$ cat src/rtl/rhd_spi_seq.sv
// RHD-family SPI acquisition sequencer: sweeps CONVERT/ROM-read commands, captures MISO lines
// with per-line delay, and streams one word per frame. Define RHD_DDR_EN for dual-edge capture.
module rhd_spi_seq #(
    parameter int NUM_MOSI    = 2,
    parameter int NUM_MISO    = 8,
    parameter int DIV         = 4,
    parameter int NUM_SLOTS   = 35,
    parameter int DLY_W       = 4,
    parameter int CS_HIGH_CYC = 16
) (
    input  logic                      aclk,
    input  logic                      areset,
    input  logic                      cfg_run,
    input  logic                      cfg_loopback,
    input  logic [NUM_MISO*DLY_W-1:0] cfg_delay,
    input  logic [15:0]               cfg_pkt_len,
    input  logic [NUM_MISO-1:0]       miso,
    output logic                      cs,
    output logic                      sclk,
    output logic [NUM_MOSI-1:0]       mosi,
`ifdef RHD_DDR_EN
    output logic [32*NUM_MISO-1:0]    m_tdata,
`else
    output logic [16*NUM_MISO-1:0]    m_tdata,
`endif
    output logic [6:0]                m_tuser,
    output logic                      m_tvalid,
    input  logic                      m_tready,
    output logic                      m_tlast,
    output logic                      busy,
    output logic                      overflow,
    input  logic                      ovf_clr
);
`ifdef RHD_DDR_EN
    localparam int EDGES = 2;
`else
    localparam int EDGES = 1;
`endif
    localparam int          LANE_W     = 16*EDGES;
    localparam int unsigned DEPTH      = 2**DLY_W;
    localparam int          PH_W       = $clog2(DIV);
    localparam int          HI_W       = $clog2(CS_HIGH_CYC);
    localparam int          CONV_SLOTS = NUM_SLOTS-3;

    if (CS_HIGH_CYC < 2**DLY_W) begin : g_chk_cs
        $error("CS_HIGH_CYC must be >= 2**DLY_W");
    end
    if (DIV < 4 || (DIV % 2) != 0) begin : g_chk_div
        $error("DIV must be even and >= 4");
    end
    if (NUM_SLOTS < 4 || NUM_SLOTS > 67) begin : g_chk_slots
        $error("NUM_SLOTS must be in 4..67");
    end

    typedef enum logic [1:0] {IDLE, CS_LOW, CS_HIGH} state_t;

    state_t          state_q, state_d;
    logic [PH_W-1:0] ph_q, ph_d;
    logic [3:0]      bit_q, bit_d;
    logic [HI_W-1:0] hi_q, hi_d;
    logic [6:0]      slot_q, slot_d;

    always_comb begin
        state_d = state_q;
        ph_d    = ph_q;
        bit_d   = bit_q;
        hi_d    = hi_q;
        slot_d  = slot_q;
        case (state_q)
            IDLE: begin
                if (cfg_run) begin
                    state_d = CS_LOW;
                    ph_d    = '0;
                    bit_d   = '0;
                    slot_d  = '0;
                end
            end
            CS_LOW: begin
                if (ph_q == PH_W'(DIV-1)) begin
                    ph_d  = '0;
                    bit_d = bit_q + 4'd1;
                    if (bit_q == 4'd15) begin
                        state_d = CS_HIGH;
                        hi_d    = '0;
                    end
                end else begin
                    ph_d = ph_q + PH_W'(1);
                end
            end
            CS_HIGH: begin
                hi_d = hi_q + HI_W'(1);
                if (hi_q == HI_W'(CS_HIGH_CYC-1)) begin
                    ph_d  = '0;
                    bit_d = '0;
                    if (!cfg_run && slot_q == 7'(NUM_SLOTS-1)) begin
                        state_d = IDLE;
                    end else begin
                        state_d = CS_LOW;
                        slot_d  = (slot_q == 7'(NUM_SLOTS-1)) ? '0 : slot_q + 7'd1;
                    end
                end
            end
            default: state_d = IDLE;
        endcase
    end

    logic [15:0] cmd;
    always_comb begin
        if (slot_q < 7'(CONV_SLOTS)) cmd = {2'b00, slot_q[5:0], 8'h00};
        else                         cmd = {2'b11, 6'(7'd40 + slot_q - 7'(CONV_SLOTS)), 8'h00};
    end

    logic mosi_bit;
    assign mosi_bit = (state_q == CS_LOW) ? cmd[~bit_q] : 1'b0;
    assign mosi     = {NUM_MOSI{mosi_bit}};
    assign cs       = (state_q != CS_LOW);
    assign sclk     = (state_q == CS_LOW) && (ph_q >= PH_W'(DIV/2));
    assign busy     = (state_q != IDLE);

    logic [EDGES-1:0] stb_now;
    logic             last_now;
    assign stb_now[0] = (state_q == CS_LOW) && (ph_q == PH_W'(DIV/2));
`ifdef RHD_DDR_EN
    assign stb_now[1] = (state_q == CS_LOW) && (ph_q == PH_W'(DIV-1));
`endif
    assign last_now = stb_now[EDGES-1] && (bit_q == 4'd15);

    // Tap d of the strobe pipeline is the nominal strobe delayed by d cycles; tap 0 is live.
    logic [EDGES-1:0] stb_q [DEPTH-1];
    logic [EDGES-1:0] taps  [DEPTH];
    always_comb begin
        taps[0] = stb_now;
        for (int unsigned k = 1; k < DEPTH; k++) taps[k] = stb_q[k-1];
    end

    logic [DEPTH-2:0] done_q;
    logic [DEPTH-1:0] done_sh;
    logic             word_done;
    assign done_sh   = {done_q, last_now};
    assign word_done = done_q[DEPTH-2];

    logic [NUM_MISO-1:0] rx_bit;
    logic [15:0]         sh_q [NUM_MISO][EDGES];
    logic [15:0]         sh_d [NUM_MISO][EDGES];
    always_comb begin
        for (int unsigned i = 0; i < NUM_MISO; i++) begin
            rx_bit[i] = cfg_loopback ? mosi[i % NUM_MOSI] : miso[i];
            for (int unsigned e = 0; e < EDGES; e++) begin
                sh_d[i][e] = sh_q[i][e];
                if (taps[cfg_delay[i*DLY_W +: DLY_W]][e]) sh_d[i][e] = {sh_q[i][e][14:0], rx_bit[i]};
            end
        end
    end

    // Load from next-state shift data so a bit captured on the completion cycle is included.
    logic [LANE_W*NUM_MISO-1:0] word;
    always_comb begin
        word = '0;
        for (int unsigned i = 0; i < NUM_MISO; i++)
            for (int unsigned e = 0; e < EDGES; e++)
                word[LANE_W*i + 16*(EDGES-1-e) +: 16] = sh_d[i][e];
    end

    always_ff @(posedge aclk or posedge areset) begin
        if (areset) begin
            state_q <= IDLE;
            ph_q    <= '0;
            bit_q   <= '0;
            hi_q    <= '0;
            slot_q  <= '0;
            done_q  <= '0;
            for (int unsigned k = 0; k < DEPTH-1; k++) stb_q[k] <= '0;
            for (int unsigned i = 0; i < NUM_MISO; i++)
                for (int unsigned e = 0; e < EDGES; e++) sh_q[i][e] <= '0;
        end else begin
            state_q <= state_d;
            ph_q    <= ph_d;
            bit_q   <= bit_d;
            hi_q    <= hi_d;
            slot_q  <= slot_d;
            done_q  <= done_sh[DEPTH-2:0];
            stb_q[0] <= stb_now;
            for (int unsigned k = 1; k < DEPTH-1; k++) stb_q[k] <= stb_q[k-1];
            sh_q <= sh_d;
        end
    end

    logic [LANE_W*NUM_MISO-1:0] tdata_q;
    logic [6:0]                 tuser_q;
    logic                       tvalid_q, tlast_q, ovf_q;
    logic [15:0]                pkt_q, pkt_last;
    logic                       load;

    assign pkt_last = (cfg_pkt_len == 16'd0) ? 16'd0 : cfg_pkt_len - 16'd1;
    assign load     = word_done && (!tvalid_q || m_tready);

    always_ff @(posedge aclk or posedge areset) begin
        if (areset) begin
            tdata_q  <= '0;
            tuser_q  <= '0;
            tvalid_q <= 1'b0;
            tlast_q  <= 1'b0;
            ovf_q    <= 1'b0;
            pkt_q    <= '0;
        end else begin
            if (load) begin
                tdata_q  <= word;
                tuser_q  <= slot_q;
                tvalid_q <= 1'b1;
                tlast_q  <= (pkt_q >= pkt_last);
                pkt_q    <= (pkt_q >= pkt_last) ? '0 : pkt_q + 16'd1;
            end else if (m_tready) begin
                tvalid_q <= 1'b0;
            end
            if (state_q != IDLE && state_d == IDLE) pkt_q <= '0;
            if (word_done && !load) ovf_q <= 1'b1;
            else if (ovf_clr)       ovf_q <= 1'b0;
        end
    end

    assign m_tdata  = tdata_q;
    assign m_tuser  = tuser_q;
    assign m_tvalid = tvalid_q;
    assign m_tlast  = tlast_q;
    assign overflow = ovf_q;
endmodule
$ cat config.mk
export PLATFORM = sky130hd
export DESIGN_NAME = rhd_spi_seq
export DESIGN_NICKNAME = d
export VERILOG_FILES = /design/src/rtl/rhd_spi_seq.sv
export SDC_FILE = /design/constraint.sdc
export NUM_CORES = 1
export LEC_CHECK = 0
export CAP_MARGIN = 10
export CORE_ASPECT_RATIO = 2
export CORE_MARGIN = 2
export CORE_UTILIZATION = 45
export DETAILED_ROUTE_END_ITERATION = 8
export PLACE_DENSITY_LB_ADDON = 0.1
export SLEW_MARGIN = 20
export SYNTH_ARGS = -nofsm -noshare
export SYNTH_HDL_FRONTEND = slang
export SYNTH_SLANG_ARGS = --single-unit
$ cat constraint.sdc
create_clock -name aclk -period 17.5 [get_ports aclk]
set_clock_uncertainty 0.15 [all_clocks]
set_input_delay 3.5 -clock aclk [delete_from_list [all_inputs] [get_ports aclk]]
set_output_delay 3.5 -clock aclk [all_outputs]
set_load 0.05 [all_outputs]
==> metrics.yaml, run 1 <==
cp-start-kind: "input port"
ant_nets: 0
num_vias: 10300
port_buffers: 204
hold_class: "reg2reg"
yosysWarnings: 0
n_fill_cell: 2860
async_flop_share_pct: 100
critPathKind: "in2reg"
worstHoldPathCells: 0
route.detailed.drc: 0
finalPower_w: 0.00275
yosysMostFrequentCell: "nor2_1"
tightest_slew_ps: 1180
netlist_top_cells_count: "397 x nor2_1, 331 x dfrtp_1, 130 x mux2_2"
leakagePower_nw: 8.32
worstPathArrival_ps: 8140
coreArea_mm2: 0.0321
netlist_area_mm2: 0.0146
nNetsFinal: 1590
postCtsSetupBuffers: 0
min_from: "done_q[9]$_DFF_PP0_"
cts_hold_buffers: 0
clkSinkCount: 331
synth-seq-cells: 331
overflow: 0
area_growth_pct: 24.2
ys.flop_type: "dfrtp_1"
slowest_stage: "or4_4"
register_area_mm2: 0.00828
synth_top_cell_area_share_pct: 56.8
cts-resized-gates: 0
avgViaCountPerCell: 5.27
setup_viol: 0
syn_avg_cell_area_um2: 11.1
io_pins: 205
crit_required_ps: 17780
synthDistinctLibCells: 60
grt_usage_pct: 20.4
path_buf_inv: 2
tns_ps: 0
vdd_ir_drop_max_mv: 0.0782
hold_end: "done_q[10]$_DFF_PP0_"
path_cells: "clkdlybuf4s50_1 > or4_4 > or3_4 > or4_4 > or3_4 > and2_1 > ha_1 > or3b_2 > o2111ai_1 > a31oi_1 > o21ai_1 > buf_4 > nand3_1 > o311ai_0"
gp_congestion: 0.784
max-clock-path-buffers: 3
drt_pre_antenna_iters: 4
grt_pass1_wl_um: 56200
synth_area_leader_cell: "dfrtp_1"
floorplan.die_area_mm2: 0.0339
start_util_pct: 45.4
rows: 93
fmax_mhz: 127
antenna_found_initial: 6
synth-seq-area-share_pct: 56.8
finalHoldWorstSlack_ps: 182
grt_pass1_vias: 10800
drv_slew: 0
final_layout_size_suffix_gt1_share_pct: 16.2
syn_nets: 1399
rsz0062_at_grt: "no"
synth_cells: 1311
powerDensity_mw_per_mm2: 152
crit_start: "cfg_pkt_len[7]"
cp_max_fo: 19
root_buffer: "clkbuf_16"
fin_util_pct: 56.4
cpPeakStageDelay_ps: 550
htreeDepth: 1
cts_buffers: 31
slew_headroom_pct: 21.5
hpwl_um: 23700
multiInputGateArea_mm2: 0.00601
finalHoldViolCount: 0
ys_top_cells_by_area: "dfrtp_1 57%, nor2_1 10%, mux2_2 10%"
grt_max_degree: 124
fp.dieH_um: 259
clk-insertion-delay-late_ps: 580
outcome: "finished, final reports clean"
rr_worst_depth: 8
dieWidth_um: 131
cts_tree: "yes"
wire_per_inst_um: 17.7
cp-end-kind: "flop"
max_cap_viol_count: 0
min_period_over_period_pct: 44.9
synth_edf_count: 0
timing.rr.end: "m_tdata[88]$_DFFE_PP0P_"
period_needed_ps: 7860
r2r_start: "ph_q[0]$_DFFE_PP0P_"
drt_iter0_drc: 409
clk_pin_slew_ps: 70
rrSetupSlack_ps: 14280
routed_wl_um: 34600
crit_family: "simple AND/OR/NAND/NOR gates"
==> cell families after synthesis <==
| kind of cell | share of synthesized area [%] |
|---|---|
| AOI/OAI and AO/OA | 5.19 |
| xor gates and xnor gates | 0.901 |
| adders and majority gates | 2.23 |
| buffers and inverters | 2.09 |
| DFF | 56.8 |
| muxes | 14.6 |
| and+or+nand+nor | 18.2 |
==> through the flow <==
step           setup slack [ps]  cell area, um^2  std cells
2_1_floorplan              4680            14600       1311
3_3_place_gp               9010            17000       1896
3_5_place_dp               8950            17000       1896
4_1_cts                    9540            18100       1953
5_1_grt                    9370            18100       1957
6_report                   9640            18100       1957
==> worst max path at each step <==
stage          slack [ps]  cells after the start                     to
3_5_place_dp         8950                     12   pkt_q[2]$_DFFE_PP0P_
4_1_cts              9540                     12   pkt_q[2]$_DFFE_PP0P_
3_3_place_gp         9010                     12  pkt_q[12]$_DFFE_PP0P_
2_1_floorplan        4680                      1   bit_q[0]$_DFFE_PP0P_
5_1_grt              9370                     14  pkt_q[12]$_DFFE_PP0P_
6_report             9640                     14   pkt_q[2]$_DFFE_PP0P_
==> where the power goes <==
part,internal [W],leakage (nW),switching [W]
clock,0.000422,0.552,0.000294
sequential,0.000982,4.37,0.000163
combinational,0.000386,3.40,0.000505
total,0.00179,8.32,0.000962
==> per-layer routing <==
layer / vias up / track usage [%] / routed length (um)
li1: 4894 / - / -
met1: 5179 / 23.7 / 13500
met2: 197 / 38.7 / 19200
met3: 34 / 2.95 / 1290
met4: 4 / 6.37 / 575
met5: - / 0 / 26
==> cells in the final DEF (no fill, tap or decap), types with 5 or more instances in the layout <==
cell and instances:
clkbuf_16 31, a22oi_1 6, clkbuf_8 9, o31ai_1 14, and3_1 11, buf_4 10
nor2_1 397, clkdlybuf4s50_1 204, clkinv_2 8, mux2i_1 12, mux2_2 130, a21oi_1 19
mux4_2 24, ha_1 26, dfrtp_1 331, nand2b_1 15, nand2_1 61, a31oi_1 12
xor2_1 12, a32oi_1 5, and2_1 6, a221o_1 8, nand4_1 14, or2_2 14
nor3_1 6, nand4_2 5, or4bb_1 8, nand3_1 17, inv_1 12, o21ai_0 23
nand3b_1 18
==> flip-flops by register name, summed over array words and instances, names as in the netlist, 2 cells and up <==
register / count
bit_q: 4
done_q: 15
hi_q: 4
m_tdata: 128
m_tuser: 7
ph_q: 2
pkt_q: 16
sh_q: 128
slot_q: 7
state_q: 2
stb_q: 15
==> cell type report <==
class	instances	share of cell area (%)
Inverter	13	0.311
Timing Repair Buffer	214	11.7
Antenna cell	4	0.0553
Tap cell	427	2.95
Clock buffer	42	5.01
Clock inverter	15	1.04
Sequential cell	331	45.7
Multi-Input combinational cell	911	33.2
No activity file was read; power rests on OpenSTA's default activity.
==> run 2: changes to the inputs <==
==> constraint.sdc (replaced) <==
create_clock -name aclk -period 7.3 [get_ports aclk]
set_clock_uncertainty 0.15 [all_clocks]
set_input_delay 1.46 -clock aclk [delete_from_list [all_inputs] [get_ports aclk]]
set_output_delay 1.46 -clock aclk [all_outputs]
set_load 0.05 [all_outputs]
==> metrics.yaml, run 2 (synthesized netlist as in run 1, its figures left out) <==
routed_wl_um: 34300  # -0.79%
postPlaceCellArea_mm2: 0.0170  # about the same
io_pins: 205  # unchanged
worstPathArrival_ps: 6180  # -1960 ps
cp-start-kind: "input port"
final_common_cell: "nor2_1"
vdd_ir_drop_max_mv: 0.212  # +170%
ant_nets: 0  # unchanged
gp_congestion: 0.778  # -0.80%
clk_pin_slew_ps: 70  # about the same
n_fill_cell: 2839  # -0.73%
fin_area_mm2: 0.0181  # about the same
setup_viol: 0  # unchanged
grt_max_degree: 176  # +42%
drv_slew: 0  # unchanged
rrSetupSlack_ps: 4070  # -10210 ps
port_buffers: 204  # unchanged
finalHoldWorstSlack_ps: 198  # +16.3 ps
min_period_over_period_pct: 80.8
nNetsFinal: 1586  # -0.25%
outcome: "finished, final reports clean"
max_cap_viol_count: 0  # unchanged
cts_hold_buffers: 0  # unchanged
rsz0062_at_grt: "no"
max-clock-path-buffers: 3  # unchanged
cts-resized-gates: 0  # unchanged
cp-end-kind: "flop"
powerDensity_mw_per_mm2: 365  # +140%
htreeDepth: 1  # unchanged
antenna_found_initial: 3  # -3
fmax_mhz: 170
start_util_pct: 45.4  # unchanged
slew_headroom_pct: 31.6  # +10 points
critPathKind: "in2reg"
tns_ps: 0  # unchanged
grt_pass1_wl_um: 55600  # -1.1%
crit_required_ps: 7580  # -10200 ps
drt_pre_antenna_iters: 4  # unchanged
tightest_slew_ps: 1030  # -152 ps
wire_per_inst_um: 17.6  # -0.54%
route.detailed.drc: 0  # unchanged
postCtsSetupBuffers: 0  # unchanged
num_vias: 10400  # +0.56%
hpwl_um: 23300  # -1.7%
dieWidth_um: 131  # unchanged
final_cell_mix: "397 x nor2_1, 331 x dfrtp_1, 204 x clkdlybuf4s50_1"
period_needed_ps: 5900
multiInputGateArea_mm2: 0.00601  # about the same
root_buffer: "clkbuf_16"
rows: 93  # unchanged
clk-insertion-delay-late_ps: 570  # about the same
coreArea_mm2: 0.0321  # unchanged
cts_tree: "yes"
grt_usage_pct: 20.2  # -0.23 points
leakagePower_nw: 8.29  # -0.32%
floorplan.die_area_mm2: 0.0339  # unchanged
final_layout_size_suffix_gt1_share_pct: 16.1  # -0.089 points
avgViaCountPerCell: 5.31  # +0.82%
drt_iter0_drc: 467  # +14%
cts_buffers: 30  # -3.2%
area_growth_pct: 24.2  # about the same
fp.dieH_um: 259  # unchanged
finalHoldViolCount: 0  # unchanged
cp_max_fo: 19  # unchanged
hold_class: "reg2reg"
register_area_mm2: 0.00828  # unchanged
grt_pass1_vias: 10700  # -0.95%
overflow: 0  # unchanged
clkSinkCount: 331  # unchanged
-- run 2: final timing paths --
path                                      start                       end  depth (start not counted)
max                              cfg_pkt_len[7]      pkt_q[2]$_DFFE_PP0P_                         14
min                        done_q[11]$_DFF_PP0_      done_q[12]$_DFF_PP0_                          0
max reg2reg                 ph_q[0]$_DFFE_PP0P_  m_tdata[123]$_DFFE_PP0P_                          8
min reg2reg                done_q[11]$_DFF_PP0_      done_q[12]$_DFF_PP0_                          0
max in group asynchronous                areset       sh_q[106]$_DFF_PP0_                          3
min in group asynchronous                areset   m_tdata[86]$_DFFE_PP0P_                          3
-- run 2: critical path, stage by stage --
cell,delay (ps)
clkdlybuf4s50_1,480
or4_4,550
or3_4,370
or4_4,430
or3_4,430
and2_1,190
ha_1,260
or3b_2,460
o2111ai_1,130
a31oi_1,140
o21ai_1,160
buf_4,260
nand3_1,400
o311ai_0,450
-- run 2: cell type report --
type,instances,area share (%)
Tap cell,427,2.95
Clock inverter,19,1.38
Sequential cell,331,45.7
Multi-Input combinational cell,911,33.2
Inverter,13,0.290
Timing Repair Buffer,211,11.7
Clock buffer,37,4.68
Antenna cell,3,0.0415
-- run 2: per-stage QoR --
step / setup WS, ps / cells / util [%] / power, W
2_1_floorplan: 1270 / 1311 / - / 0.00424
3_3_place_gp: 929 / 1893 / 52.9 / 0.00488
3_5_place_dp: 862 / 1893 / 52.9 / 0.00493
4_1_cts: 1440 / 1949 / 56.3 / 0.00668
5_1_grt: 1190 / 1951 / 56.4 / 0.00696
6_report: 1400 / 1952 / 56.4 / 0.00661
-- run 2: metal layers --
layer | wire (um) | part of all wire, % | vias up | track usage (%)
met5 | 13 | 0.038 | - | 0
met4 | 817 | 2.4 | 2 | 6.37
met3 | 1400 | 4.1 | 46 | 3.01
met2 | 18600 | 54 | 217 | 37.9
met1 | 13500 | 39 | 5210 | 23.6
li1 | - | - | 4891 | -
-- run 2: where the power goes --
group	switching, W	internal (W)
Clock	0.000721	0.00101
Sequential	0.000392	0.00235
Combinational	0.00121	0.000924
==> run 3: changes to the inputs <==
==> constraint.sdc (replaced) <==
create_clock -name aclk -period 5.22 [get_ports aclk]
set_clock_uncertainty 0.15 [all_clocks]
set_input_delay 1.044 -clock aclk [delete_from_list [all_inputs] [get_ports aclk]]
set_output_delay 1.044 -clock aclk [all_outputs]
set_load 0.05 [all_outputs]
==> metrics.yaml, run 3 (synthesized netlist as in run 1, its figures left out) <==
num_vias: 10300  # -0.52%
fmax_mhz: 211
tns_ps: 0  # unchanged
route.detailed.drc: 0  # unchanged
max-clock-path-buffers: 3  # unchanged
grt_max_degree: 90  # -49%
rsz0062_at_grt: "no"
path_cells: "clkdlybuf4s50_1 > or4_4 > or3_4 > or4_4 > or3_4 > and2_1 > ha_1 > or3b_2 > o2111ai_1 > a31oi_1 > o21ai_1 > nand3_1 > buf_4 > o31ai_1"
multiInputGateArea_mm2: 0.00601  # unchanged
port_buffers: 204  # unchanged
n_fill_cell: 2909  # +2.5%
finalHoldWorstSlack_ps: 205  # +7.45 ps
slew_headroom_pct: 31.7  # +0.048 points
finalHoldViolCount: 0  # unchanged
area_growth_pct: 25.0
ant_nets: 0  # unchanged
max_cap_viol_count: 0  # unchanged
drv_slew: 0  # unchanged
start_util_pct: 45.4  # unchanged
rows: 93  # unchanged
root_buffer: "clkbuf_16"
outcome: "finished, final reports clean"
hpwl_um: 24200  # +3.9%
dieWidth_um: 131  # unchanged
register_area_mm2: 0.00828  # unchanged
drt_iter0_drc: 331  # -29%
crit_required_ps: 5530  # -2050 ps
hold_class: "reg2reg"
cts_hold_buffers: 0  # unchanged
clk-insertion-delay-late_ps: 570  # about the same
nNetsFinal: 1605  # +1.2%
crit_start: "cfg_pkt_len[9]"
fp.dieH_um: 259  # unchanged
routed_wl_um: 34600  # +0.91%
wire_per_inst_um: 17.6  # -0.12%
io_pins: 205  # unchanged
avgViaCountPerCell: 5.23  # -1.5%
cts_buffers: 31  # +3.3%
vdd_ir_drop_max_mv: 0.285  # +34%
powerDensity_mw_per_mm2: 502  # +38%
critPathKind: "in2reg"
worstPathArrival_ps: 5040  # -1140 ps
slowest_stage: "or4_4"
leakagePower_nw: 8.38  # +1.0%
cts-resized-gates: 0  # unchanged
gp_congestion: 0.831  # +6.8%
final_cell_mix: "397 x nor2_1, 331 x dfrtp_1, 204 x clkdlybuf4s50_1"
period_needed_ps: 4730
finalPower_w: 0.00916  # +39%
grt_usage_pct: 20.7  # +0.51 points
clk_pin_slew_ps: 70  # about the same
tightest_slew_ps: 1020  # -3.77 ps
cp-start-kind: "input port"
min_from: "done_q[3]$_DFF_PP0_"
overflow: 0  # unchanged
grt_pass1_wl_um: 56800  # +2.2%
place_ws_ps: -108  # -970 ps
setup_slack_ps: 488  # -912 ps
r2r_start: "ph_q[0]$_DFFE_PP0P_"
cp-end-kind: "flop"
min_period_over_period_pct: 90.6
postCtsSetupBuffers: 0  # unchanged
clkSinkCount: 331  # unchanged
grt_pass1_vias: 10900  # +2.6%
cp_max_fo: 10  # -9
coreArea_mm2: 0.0321  # unchanged
setup_viol: 0  # unchanged
drt_pre_antenna_iters: 4  # unchanged
antenna_found_initial: 7  # +4
final_common_cell: "nor2_1"
htreeDepth: 1  # unchanged
cts_tree: "yes"
cpPeakStageDelay_ps: 540  # about the same
floorplan.die_area_mm2: 0.0339  # unchanged
final_layout_size_suffix_gt1_share_pct: 17.1  # +1.0 points
-- run 3: cell count changes in the layout (fill, tap and decap cells not counted), moves of 2 or more --
| cell | before | now |
|---|---|---|
| buf_12 | 2 | 4 |
| buf_4 | 5 | 21 |
| bufinv_16 | 5 | 3 |
| clkinv_2 | 5 | 10 |
| inv_6 | 4 | 1 |
-- run 3: worst paths after layout --
| path | end | slack, ps | cells after the start |
|---|---|---|---|
| min in group asynchronous | m_tdata[87]$_DFFE_PP0P_ | 850 | 2 |
| setup reg to reg | m_tdata[112]$_DFFE_PP0P_ | 1990 | 7 |
| hold / removal | done_q[4]$_DFF_PP0_ | 210 | 0 |
| hold reg to reg | done_q[4]$_DFF_PP0_ | 210 | 0 |
| max in group asynchronous | pkt_q[9]$_DFFE_PP0P_ | 3110 | 3 |
| setup / recovery | pkt_q[8]$_DFFE_PP0P_ | 490 | 14 |
-- run 3: through the flow --
stage               cell area, um^2  utilization (%)  instances
floorplan                     14600                -       1311
global placement              17200             53.4       1911
detailed placement            17200             53.4       1911
CTS                           18200             56.7       1969
global route                  18200             56.8       1972
finish                        18200             56.8       1972
-- run 3: worst max-delay path: cells and delay by family --
kind | cells | cell delay (ps)
and+or+nand+nor | 7 | 2430
AOI/OAI and AO/OA | 4 | 650
adders and majority gates | 1 | 260
buffers and inverters | 2 | 660
-- run 3: report_power, final --
part	internal, W	total, W	leakage, nW	switching (W)
logic	0.00130	0.00301	3.48	0.00171
registers	0.00329	0.00383	4.37	0.000536
clock network	0.00133	0.00232	0.529	0.000988
-- run 3: cell type report --
class	count	area share [%]
Sequential cell	331	45.4
Multi-Input combinational cell	911	33.0
Timing Repair Buffer	229	12.5
Clock buffer	39	4.75
Tap cell	427	2.93
Clock inverter	19	1.08
Inverter	13	0.288
Antenna cell	3	0.0412
-- run 3: per-layer routing --
| metal | up-vias | wire length (um) | GRT usage (%) |
|---|---|---|---|
| li1 | 4917 | - | - |
| met1 | 5127 | 13400 | 24.2 |
| met2 | 210 | 18800 | 39.0 |
| met3 | 52 | 1490 | 2.82 |
| met4 | 6 | 817 | 6.67 |
| met5 | - | 34 | 0 |
